**config.mk**
```make
export PLATFORM = sky130hd
export DESIGN_NAME = dmem_arbiter
export DESIGN_NICKNAME = d
export VERILOG_FILES = /design/src/rtl/dmem_pkg.sv /design/src/rtl/dmem_starve_ctr.sv /design/src/rtl/dmem_arbiter.sv
export SDC_FILE = /design/constraint.sdc
export NUM_CORES = 1
export LEC_CHECK = 0
export ABC_AREA = 1
export BUFFER_PORTS_ARGS = -buffer_cell sky130_fd_sc_hd__buf_2
export CAP_MARGIN = 25
export CORE_AREA = 2 2 117 119
export CTS_BUF_LIST = sky130_fd_sc_hd__clkbuf_4 sky130_fd_sc_hd__clkbuf_8
export DETAILED_ROUTE_END_ITERATION = 6
export DIE_AREA = 0 0 119 121
export PLACE_DENSITY = 0.5
export SLEW_MARGIN = 0
export SYNTH_ARGS = -nofsm -noshare
export SYNTH_HDL_FRONTEND = slang
export SYNTH_SLANG_ARGS = --single-unit
export TNS_END_PERCENT = 100
```
**constraint.sdc**
```tcl
create_clock -name clk -period 2.85 [get_ports clk]
set_clock_uncertainty 0.2 [all_clocks]
set_input_delay 0.285 -clock clk [delete_from_list [all_inputs] [get_ports clk]]
set_output_delay 0.285 -clock clk [all_outputs]
set_load 0.01 [all_outputs]
```
**src/rtl/dmem_pkg.sv**
```systemverilog
// Shared types for the data-memory arbiter: store-size encoding, owner select
// and the bundled memory request.
package dmem_pkg;

    typedef enum logic [1:0] {
        MS_NONE = 2'b00,
        MS_BYTE = 2'b01,
        MS_HALF = 2'b10,
        MS_WORD = 2'b11
    } memsize_e;

    typedef enum logic [1:0] {
        OWN_IDLE = 2'b00,
        OWN_CORE = 2'b01,
        OWN_DMA  = 2'b10
    } arb_owner_e;

    typedef struct packed {
        memsize_e    we;
        logic [31:0] a;
        logic [31:0] wd;
    } dmem_req_t;

    localparam int unsigned WAIT_W = 8;

endpackage

```
**src/rtl/dmem_starve_ctr.sv**
```systemverilog
// Counts consecutive denied DMA cycles and raises force_o once MAX_WAIT is
// reached, so the arbiter can steal one slot from the core.
module dmem_starve_ctr
    import dmem_pkg::*;
#(
    parameter int unsigned MAX_WAIT = 8
) (
    input  logic clk,
    input  logic rst,
    input  logic dma_req_i,
    input  logic dma_gnt_i,
    output logic force_o
);

    localparam logic [WAIT_W:0] MAX_W = (WAIT_W + 1)'(MAX_WAIT);

    logic [WAIT_W-1:0] wait_q, wait_d;
    logic              force_q, force_d;
    logic [WAIT_W:0]   wait_inc;

    assign wait_inc = {1'b0, wait_q} + 1'b1;

    always_comb begin
        wait_d  = wait_q;
        force_d = force_q;
        if (!dma_req_i || dma_gnt_i) begin
            // A withdrawn request also drops a pending force, so no slot is stolen.
            wait_d  = '0;
            force_d = 1'b0;
        end else if (wait_inc == MAX_W) begin
            wait_d  = '0;
            force_d = 1'b1;
        end else begin
            wait_d  = wait_inc[WAIT_W-1:0];
        end
    end

    always_ff @(posedge clk or posedge rst) begin
        if (rst) begin
            wait_q  <= '0;
            force_q <= 1'b0;
        end else begin
            wait_q  <= wait_d;
            force_q <= force_d;
        end
    end

    assign force_o = force_q;

endmodule

```
**src/rtl/dmem_arbiter.sv**
```systemverilog
// Shares dmem between the core MEM stage and a DMA master. Core wins conflicts;
// with DMEM_ARB_STARVE_EN defined a starvation counter forces a one-cycle DMA slot.
module dmem_arbiter
    import dmem_pkg::*;
#(
    parameter int unsigned MAX_WAIT = 8
) (
    input  logic        clk,
    input  logic        rst,
    input  logic        MemReadM,
    input  logic [1:0]  MemWriteM,
    input  logic [31:0] ALUResultM,
    input  logic [31:0] WriteDataM,
    output logic [31:0] ReadDataM,
    output logic        StallM,
    input  logic        dma_req,
    input  logic [1:0]  dma_we,
    input  logic [31:0] dma_adr,
    input  logic [31:0] dma_wd,
    output logic        dma_gnt,
    output logic [31:0] dma_rdata,
    output logic        dma_rvalid,
    output logic [1:0]  mem_we,
    output logic [31:0] mem_a,
    output logic [31:0] mem_wd,
    input  logic [31:0] mem_rd
);

    logic       core_req;
    logic       force_dma;
    arb_owner_e owner;
    dmem_req_t  core_s, dma_s, mem_s;

    logic        rvalid_q, rvalid_d;
    logic [31:0] rdata_q, rdata_d;

    assign core_req = MemReadM | (MemWriteM != 2'b00);
    assign core_s   = '{we: memsize_e'(MemWriteM), a: ALUResultM, wd: WriteDataM};
    assign dma_s    = '{we: memsize_e'(dma_we), a: dma_adr, wd: dma_wd};

`ifdef DMEM_ARB_STARVE_EN
    dmem_starve_ctr #(
        .MAX_WAIT (MAX_WAIT)
    ) u_starve (
        .clk       (clk),
        .rst       (rst),
        .dma_req_i (dma_req),
        .dma_gnt_i (dma_gnt),
        .force_o   (force_dma)
    );
`else
    logic unused_max_wait;
    assign unused_max_wait = ^MAX_WAIT;
    assign force_dma       = 1'b0;
`endif

    always_comb begin
        owner = OWN_IDLE;
        if (rst)
            owner = OWN_IDLE;
        else if (force_dma && dma_req)
            owner = OWN_DMA;
        else if (core_req)
            owner = OWN_CORE;
        else if (dma_req)
            owner = OWN_DMA;
    end

    always_comb begin
        mem_s     = '{we: MS_NONE, a: ALUResultM, wd: WriteDataM};
        dma_gnt   = 1'b0;
        StallM    = 1'b0;
        ReadDataM = mem_rd;
        case (owner)
            OWN_CORE: mem_s = core_s;
            OWN_DMA: begin
                mem_s   = dma_s;
                dma_gnt = 1'b1;
`ifdef DMEM_ARB_STARVE_EN
                StallM  = core_req;
`endif
            end
            default: ;
        endcase
    end

    assign mem_we = mem_s.we;
    assign mem_a  = mem_s.a;
    assign mem_wd = mem_s.wd;

    // Read data is captured only on a read grant and held otherwise.
    always_comb begin
        rvalid_d = dma_gnt & (memsize_e'(dma_we) == MS_NONE);
        rdata_d  = rvalid_d ? mem_rd : rdata_q;
    end

    always_ff @(posedge clk or posedge rst) begin
        if (rst) begin
            rvalid_q <= 1'b0;
            rdata_q  <= '0;
        end else begin
            rvalid_q <= rvalid_d;
            rdata_q  <= rdata_d;
        end
    end

    assign dma_rvalid = rvalid_q;
    assign dma_rdata  = rdata_q;

endmodule
```
==> run metrics <==
routed vias 3557; num rows between 40 and 50; post-synth cell types 16; Tcrit/Tclk final roughly 90%; Remaining Overflow, GRT 0; Die Width approximately 120 um; CP endpoint kind output port; Core Util, Final 31.71%; Worst path depth 11; Critical Path AT 2.02 ns; max cap viols 0; pin count of the biggest net entering global routing 65; Hold Path Depth 3; number of synthesized register bits 33; P per Cell Area 338.3 nW/um2; DRT iter0 DRCs about 140; CTS H-tree depth 2; Lkg Pwr between 2 and 3 nW; # DRC 0; area of the multi-input gates 1370 um2; slowest CP cell ha_1; dpl hpwl 8825 um; antenna-violating nets left 0; crit-path leading delay family simple AND/OR/NAND/NOR gates; VDD IR max around 160 uV; CTS tree built; CP bufs+invs 4; syn_area_per_cell between 6 and 7 um2; Worst Path Required between 2 and 2.5 ns; most frequent cells in the layout buf_2 (299), nand2_1 (180), nand3_1 (96); ANT cells 0; most frequent CP cell nand2_1; most common cell after layout, fill and taps aside buf_2; DR vias/cell 4.245; Post-CTS Setup Bufs 0; CTS sink cnt 33; CP cell instances buf_2 > nor2_1 > nand2_1 > nand2_1 > inv_1 > ha_1 > or2_2 > buf_12 > nand2_2 > nand2_1 > buf_2; Syn-to-layout area delta 57.08%; Core Box Area between 10000 and 15000 um2; register area share after synthesis 31.26%; initial cell density of the core 20.19%; FILL cells 1467; FMAX 399.9 MHz; Reg2Reg Depth 2; clock-pin slew of the registers on the worst-case setup and hold paths roughly 0.070 ns; CP max stage delay roughly 0.34 ns; Final GP Congestion about 0.79; Ports around 300; FF-to-FF Start dma_rdata[29]$_DFFE_PP0P_; Net Count, Synth between 500 and 600; Global Route Usage Sum between 10 and 15%; first drt pass iteration count 5; Syn Std Cell Area between 2000 and 3000 um2; cells after synthesis between 400 and 500; Final Hold Vio Count 0; nets@finish 832; Pins Over Slew Limit 0; Post-CTS Resized 0; # setup viols final 0; CP max FO between 60 and 70; CP Launch Point MemWriteM[1]; WL per Instance between 10 and 15 um; # port buffers around 300; min Tclk post-route approximately 2.5 ns; number of hold buffers added after cts 1; setup total negative slack 0 ns; Worst Hold Launch mem_rd[24]; initial antenna violation count 0; WS Path Type input pin to output port; final wirelength between 10000 and 15000 um; first-pass GRT wire length between 15000 and 20000 um; Register Area ~830 um2; Clock Root Buffer clkbuf_8; Hold Path Class input pin to register; layout cell share with drive strength beyond 1 around 50%; Die ar. between 10000 and 15000 um2; unrepaired setup endpoints after global routing no; Num CTS Buffers 5; status finished clean; number of global-route vias before repair approximately 3400; Clk Latency, worst-skew pair ~0.27 ns; clk buf depth 2; Yosys Warn Count 0; DIE HEIGHT roughly 120 um; critical path launch point type input pin
cell families (layout without fill, tap and decap cells):
kind of cell	after synthesis	in the layout	synth area share [%]
and+or+nand+nor	300	300	49.46
buffers and inverters	69	323	17.34
DFF	33	33	31.26
adders and majority gates	3	3	1.421
AOI/OAI and AO/OA	2	2	0.3790
other	1	1	0.1420
worst paths after layout:
kind                       slack (ns)                        end
hold reg to reg                  0.27  dma_rdata[13]$_DFFE_PP0P_
setup reg to reg                 2.01  dma_rdata[29]$_DFFE_PP0P_
setup / recovery                 0.35                  mem_wd[6]
max in group asynchronous        1.64   dma_rdata[6]$_DFFE_PP0P_
hold / removal                   0.05  dma_rdata[24]$_DFFE_PP0P_
min in group asynchronous        0.50  dma_rdata[25]$_DFFE_PP0P_
per-layer routing:
layer | track usage [%] | share of wire [%] | vias to the layer above
met1 | 16.25 | 38 | 1594
met4 | 3.423 | 1.1 | 0
met2 | 26.76 | 53 | 190
met3 | 2.820 | 7.8 | 10
li1 | - | - | 1763
met5 | 0 | 0 | -
flip-flops by register name, summed over array words and instances, names as in the netlist:
name and cells:
dma_rdata 32, dma_rvalid 1
layout make-up:
cell class                 count  area share (%)
multi-input combinational    306           33.02
tap                          176           5.308
sequential                    33           19.90
clock buffer                   5           1.659
inverter                       6          0.5428
clock inverter                 3          0.4222
timing repair buffer         309           39.14
per-stage QoR:
stage | total power [mW] | setup WS [ns] | hold WS (ns) | cell area [um2] | cells
after floorplan | 0.8189 | 0.06304 | 0.2297 | 2641 | 408
after global placement | 1.076 | 0.4020 | 0.2481 | 4053 | 829
after detailed placement | 1.083 | 0.3589 | 0.2538 | 4053 | 829
after CTS | 1.434 | 0.3602 | 0.03821 | 4149 | 838
after global routing | 1.505 | 0.2625 | 0.05416 | 4149 | 838
final | 1.404 | 0.3491 | 0.05116 | 4149 | 838
tightest hold or removal path: stages:
cell     delay, ns
buf_2         0.09
nand3_1       0.07
nand2_1       0.06
cells in the mapped netlist, drive strengths merged:
library cell	n	area, um2
or2	1	6.260
ha	3	37.54
inv	6	22.52
conb	1	3.750
a21oi	2	10.01
nand3	96	480.5
nand2	200	800.8
buf	54	401.6
clkbuf	9	33.78
dfrtp	33	825.8
nor2	3	18.77
power breakdown:
part           switching (mW)  total [mW]  internal, mW
Clock                   0.170       0.339         0.168
Combinational           0.299       0.536         0.237
Sequential             0.0195       0.529         0.509
Note: power is estimated with default switching activity, not from simulation.
